$ cat config.mk
export PLATFORM = sky130hd
export DESIGN_NAME = mult24_seq_ctrl_flat
export DESIGN_NICKNAME = d
export VERILOG_FILES = /design/src/rtl/mult24_seq_ctrl_pkg.sv /design/src/rtl/mult24_seq_ctrl_if.sv /design/src/rtl/mult24_seq_ctrl_pp24.sv /design/src/rtl/mult24_seq_ctrl.sv /design/src/flat_wrapper.sv
export SDC_FILE = /design/constraint.sdc
export NUM_CORES = 1
export LEC_CHECK = 0
export CAP_MARGIN = 20
export CELL_PAD_IN_SITES_DETAIL_PLACEMENT = 0
export CELL_PAD_IN_SITES_GLOBAL_PLACEMENT = 1
export CORE_AREA = 2 2 118 120
export CTS_CLUSTER_DIAMETER = 80
export DETAILED_ROUTE_END_ITERATION = 6
export DIE_AREA = 0 0 120 122
export HOLD_SLACK_MARGIN = 0.08
export PLACE_DENSITY = 0.77
export SLEW_MARGIN = 30
export SYNTH_ARGS = -nofsm -noshare
export SYNTH_HDL_FRONTEND = slang
export SYNTH_SLANG_ARGS = --single-unit
$ cat constraint.sdc
create_clock -name clk -period 3.3 [get_ports clk]
set_clock_uncertainty 0.15 [all_clocks]
set_input_delay 0.825 -clock clk [delete_from_list [all_inputs] [get_ports clk]]
set_output_delay 0.825 -clock clk [all_outputs]
set_load 0.02 [all_outputs]
$ cat src/rtl/mult24_seq_ctrl_pkg.sv
// ============================================================================
// Module : mult_pkg
// Brief  : Shared width constants and FSM encoding for the 24-bit shift-add multiplier.
// Rev    : 1.0
// ============================================================================
`default_nettype none

package mult_pkg;
   localparam int W     = 24;
   localparam int CNT_W = $clog2(W);

   typedef enum logic [1:0] {
      IDLE = 2'd0,
      RUN  = 2'd1,
      DONE = 2'd2
   } state_t;
endpackage

`default_nettype wire

$ cat src/rtl/mult24_seq_ctrl_if.sv
// ============================================================================
// Module : mult24_seq_ctrl_if
// Brief  : Operand/product handshake bundle for the sequential multiplier.
// Rev    : 1.0
// ============================================================================
`default_nettype none

interface mult24_seq_ctrl_if;
   import mult_pkg::*;

   logic             in_valid;
   logic             in_ready;
   logic [W-1:0]     a;
   logic [W-1:0]     b;
   logic             clear;
   logic             busy;
   logic             out_valid;
   logic             out_ready;
   logic [2*W-1:0]   product;

   modport master (
      output in_valid, a, b, clear, out_ready,
      input  in_ready, busy, out_valid, product
   );

   modport slave (
      input  in_valid, a, b, clear, out_ready,
      output in_ready, busy, out_valid, product
   );
endinterface

`default_nettype wire

$ cat src/rtl/mult24_seq_ctrl_pp24.sv
// ============================================================================
// Module : pp24
// Brief  : One partial-product row: multiplicand gated by a single multiplier bit.
// Rev    : 1.0
// ============================================================================
`default_nettype none

module pp24 #(
   parameter int W = 24
) (
   input  logic [W-1:0] a,
   input  logic         sel,
   output logic [W-1:0] row
);
   for (genvar i = 0; i < W; i++) begin : g_bit
      assign row[i] = a[i] & sel;
   end
endmodule

`default_nettype wire

$ cat src/rtl/mult24_seq_ctrl.sv
// ============================================================================
// Module : mult24_seq_ctrl
// Brief  : Sequential LSB-first shift-add 24x24 unsigned multiplier controller.
// Rev    : 1.0
// ============================================================================
`default_nettype none

module mult24_seq_ctrl
   import mult_pkg::*;
(
   input  logic              clk,
   input  logic              rst_n,
   mult24_seq_ctrl_if.slave  bus
);
   localparam logic [CNT_W-1:0] LAST_CNT = CNT_W'(W - 1);

   state_t             state;
   state_t             state_nx;
   logic [W-1:0]       a_reg;
   logic [W-1:0]       hi;
   logic [W-1:0]       lo;
   logic [W-1:0]       row;
   logic [W:0]         sum;
   logic [CNT_W-1:0]   cnt;
   logic               load;
   logic               step;

   pp24 #(.W(W)) u_pp24 (
      .a   (a_reg),
      .sel (lo[0]),
      .row (row)
   );

   // Carry out of the add lands in hi's MSB when the accumulator shifts right.
   assign sum = {1'b0, hi} + {1'b0, row};

   // Product is only exposed in DONE so no partial accumulation leaks out.
   assign bus.product = (state == DONE) ? {hi, lo} : '0;

   always_comb begin
      state_nx      = state;
      bus.in_ready  = 1'b0;
      bus.busy      = 1'b0;
      bus.out_valid = 1'b0;
      load          = 1'b0;
      step          = 1'b0;
      case (state)
         IDLE: begin
            bus.in_ready = !bus.clear;
            if (bus.in_valid && !bus.clear) begin
               load     = 1'b1;
               state_nx = RUN;
            end
         end
         RUN: begin
            bus.busy = 1'b1;
            step     = !bus.clear;
            if (cnt == LAST_CNT) begin
               state_nx = DONE;
            end
         end
         DONE: begin
            bus.out_valid = 1'b1;
            bus.in_ready  = bus.out_ready && !bus.clear;
            if (bus.out_ready) begin
               if (bus.in_valid) begin
                  load     = !bus.clear;
                  state_nx = RUN;
               end else begin
                  state_nx = IDLE;
               end
            end
         end
         default: state_nx = IDLE;
      endcase
      if (bus.clear) begin
         state_nx = IDLE;
      end
   end

   always_ff @(posedge clk or negedge rst_n) begin
      if (!rst_n) begin
         state <= IDLE;
      end else begin
         state <= state_nx;
      end
   end

   always_ff @(posedge clk or negedge rst_n) begin
      if (!rst_n) begin
         a_reg <= '0;
         hi    <= '0;
         lo    <= '0;
         cnt   <= '0;
      end else if (bus.clear) begin
         cnt <= '0;
      end else if (load) begin
         a_reg <= bus.a;
         hi    <= '0;
         lo    <= bus.b;
         cnt   <= '0;
      end else if (step) begin
         hi  <= sum[W:1];
         lo  <= {sum[0], lo[W-1:1]};
         cnt <= cnt + CNT_W'(1);
      end
   end
endmodule

`default_nettype wire

$ cat src/flat_wrapper.sv
// flat-port wrapper written by rule: the top's interface ports become plain ports
module mult24_seq_ctrl_flat import mult_pkg::*;
  (clk, rst_n, bus_in_valid, bus_a, bus_b, bus_clear, bus_out_ready, bus_in_ready, bus_busy, bus_out_valid, bus_product);
  mult24_seq_ctrl_if bus_i ();
  input  logic clk;
  input  logic rst_n;
  input wire logic [$bits(bus_i.in_valid)-1:0] bus_in_valid;
  input wire logic [$bits(bus_i.a)-1:0] bus_a;
  input wire logic [$bits(bus_i.b)-1:0] bus_b;
  input wire logic [$bits(bus_i.clear)-1:0] bus_clear;
  input wire logic [$bits(bus_i.out_ready)-1:0] bus_out_ready;
  output wire logic [$bits(bus_i.in_ready)-1:0] bus_in_ready;
  output wire logic [$bits(bus_i.busy)-1:0] bus_busy;
  output wire logic [$bits(bus_i.out_valid)-1:0] bus_out_valid;
  output wire logic [$bits(bus_i.product)-1:0] bus_product;
  assign bus_i.in_valid = bus_in_valid;
  assign bus_i.a = bus_a;
  assign bus_i.b = bus_b;
  assign bus_i.clear = bus_clear;
  assign bus_i.out_ready = bus_out_ready;
  assign bus_in_ready = bus_i.in_ready;
  assign bus_busy = bus_i.busy;
  assign bus_out_valid = bus_i.out_valid;
  assign bus_product = bus_i.product;
  mult24_seq_ctrl u_core (.clk(clk), .rst_n(rst_n), .bus(bus_i));
endmodule
==> out/results.ini <==
[worst_setup_path]
critPathKind=in2out
reg2reg_from=u_core.lo[0]$_DFFE_PN0P_
cp.arrival_ns=2.23
ff2ff_setup_slack_ns=0.41
critical_path_required_ns=2.32
crit_fanout=2
worst_setup_path_end_kind=output pin
r2r_cells=9
cp-start-kind=primary input
regToRegEndpoint=u_core.hi[20]$_DFFE_PN0P_
crit_path_start=bus_out_ready

[placed_design]
place_hpwl_um=9170
gp_congestion=0.865
portBuffers=103

[global_routing]
antenna_found_initial=0
grt_max_degree=80
grt_usage=0.185
overflow=0
first_global_vias=4566
grt_pass1_wl_um=21900

[yosys]
ys_ff_latch=79
yosys_most_used_dff=dfrtp_1
ys_warn_count=0
synth_edf_count=0
synth_seq_area_share=0.398
avgSynthCellArea_um2=8.37
ys_top_cells_by_count=146 x nand2_1, 79 x dfrtp_1, 76 x and2_1
yosysTopAreaCell=dfrtp_1
synth.most_common_cell=nand2_1
synthArstFlopShare=1.00
netlist.area_leader.share=0.398
synthCells=594
yosysUniqueCellTypes=59
netlist_area_um2=4970
synth_nets=673
netlist_top_cells_area=dfrtp_1 40%, nand2_1 11%, and2_1 9.6%, ha_1 6.3%, a22oi_1 3.6%

[timing]
finalCritPeriodShare=0.970
hold_viol_final=0
fin_setup_tns_ns=0
max_slew_margin=0.657
max_freq_mhz=312
finalMaxSlewViolations=0
min_period_ns=3.20
tightest_slew_ns=0.514
grt_setup_unrepaired=no
setup_violations=0

[drt]
wl_per_cell_um=14.7
drtPass1Iterations=5
ant_nets=0
drc_errors=0
vias_per_cell=5.06
drt_iter0_markers=215
vias=4434
drt-total-wl_um=12900

[clock_tree]
clk_latency_ns=0.34
cts_tree=built
cts_resized=0
hold_buffers=0
cts_sinks=79
cts_made_buffers=9
clkTransAtPathRegs_ns=0.06
cts_root_buf=clkbuf_16
cts.path.max_buffers=2
htreeDepth=3
post-cts-setup-buffer-count=0

[pwr]
combPwrFrac=0.260
internal-power_mw=2.30
seq_power_share=0.396
power.share.clock=0.343
p_switching_mw=1.07
power_density_nw_per_um2=510
leakagePower_nw=2.97
p_total_mw=3.36
switching_share=0.317
peakVddDrop_v=0.000285

[min_path]
hold-path-endpoint=u_core.a_reg[18]$_DFFE_PN0P_
hold_depth=2
hp-start=u_core.a_reg[18]$_DFFE_PN0P_
hp-class=reg2reg

[layout]
nets=770
fillCellCount=1316
drive_above_1_share=0.0718
utilization=0.488
diodes=0
syn_to_final_growth_pct=32.5

[die]
core_um2=13500
die_w_um=120
fp.dieArea_um2=14600
die_h_um=122
rows=43
initial_core_util=0.368
num_io_pins=104

[outcome]
outcome=finished, final reports clean

[flow_run]
cap_viol_max_count=0

[power groups by stage]
| stage | registers, mW | clock network [mW] | logic, mW |
|---|---|---|---|
| 2_1_floorplan | 1.29 | 0 | 0.632 |
| 3_3_place_gp | 1.34 | 0 | 0.864 |
| 3_5_place_dp | 1.35 | 0 | 0.880 |
| 4_1_cts | 1.33 | 1.17 | 0.886 |
| 5_1_grt | 1.36 | 1.22 | 1.00 |
| 6_report | 1.33 | 1.16 | 0.875 |
[how the worst max path moves through the flow]
stage,end,slack [ns]
floorplan,u_core.hi[21]$_DFFE_PN0P_,0.68
global placement,bus_in_ready,0.12
detailed placement,bus_in_ready,0.11
CTS,bus_in_ready,0.1
global route,bus_in_ready,0.04
finish,bus_in_ready,0.1
[layout make-up]
cell class / instances / area, um2 / area share
Clock buffer: 9 / 225 / 0.0342
Clock inverter: 7 / 121 / 0.0184
Timing Repair Buffer: 116 / 1150 / 0.175
Inverter: 11 / 41.3 / 0.00627
Tap cell: 180 / 225 / 0.0342
Multi-Input combinational cell: 474 / 2850 / 0.432
Sequential cell: 79 / 1980 / 0.300
[metal layers]
layer	vias up	part of all wire	global-route usage
li1	2239	-	-
met3	15	0.048	0.0370
met2	102	0.47	0.308
met1	2078	0.47	0.240
met5	-	0	0
met4	0	0.019	0.0684
[critical path, cell delays in order]
cell and delay (ns):
clkdlybuf4s50_1 0.48, inv_1 0.06, a21o_1 0.16, nor2_1 0.08
clkdlybuf4s50_1 0.60
[metrics by stage]
| stage | hold slack, ns | std cells | setup WS [ns] | area [um2] |
|---|---|---|---|---|
| after detailed placement | 0.309 | 860 | 0.109 | 6240 |
| after global routing | 0.336 | 876 | 0.0401 | 6590 |
| after global placement | 0.302 | 860 | 0.122 | 6240 |
| final | 0.318 | 876 | 0.0989 | 6590 |
| after CTS | 0.324 | 876 | 0.0952 | 6590 |
| after floorplan | 0.288 | 594 | 0.680 | 4970 |
[cells by family after synthesis]
kind of cell | synth area share
XOR/XNOR | 0.0317
AND/OR/NAND/NOR | 0.282
buffers and inverters | 0.0325
adder cells (fa/ha/maj) | 0.0670
AO/OA/AOI/OAI | 0.189
flip-flops | 0.398
[cell usage in the layout, fill, tap and decap left out, types with 12 or more instances in the layout]
| master | Yosys | routed |
|---|---|---|
| o21ai_0 | 33 | 33 |
| and2_1 | 76 | 76 |
| buf_4 | 0 | 12 |
| dfrtp_1 | 79 | 79 |
| a22oi_1 | 24 | 24 |
| clkdlybuf4s50_1 | 0 | 102 |
| ha_1 | 25 | 25 |
| nand2_1 | 146 | 146 |
| nand3_1 | 26 | 26 |
| nor2_1 | 15 | 13 |
| a21oi_1 | 30 | 30 |
Note: power is estimated with default switching activity, not from simulation.
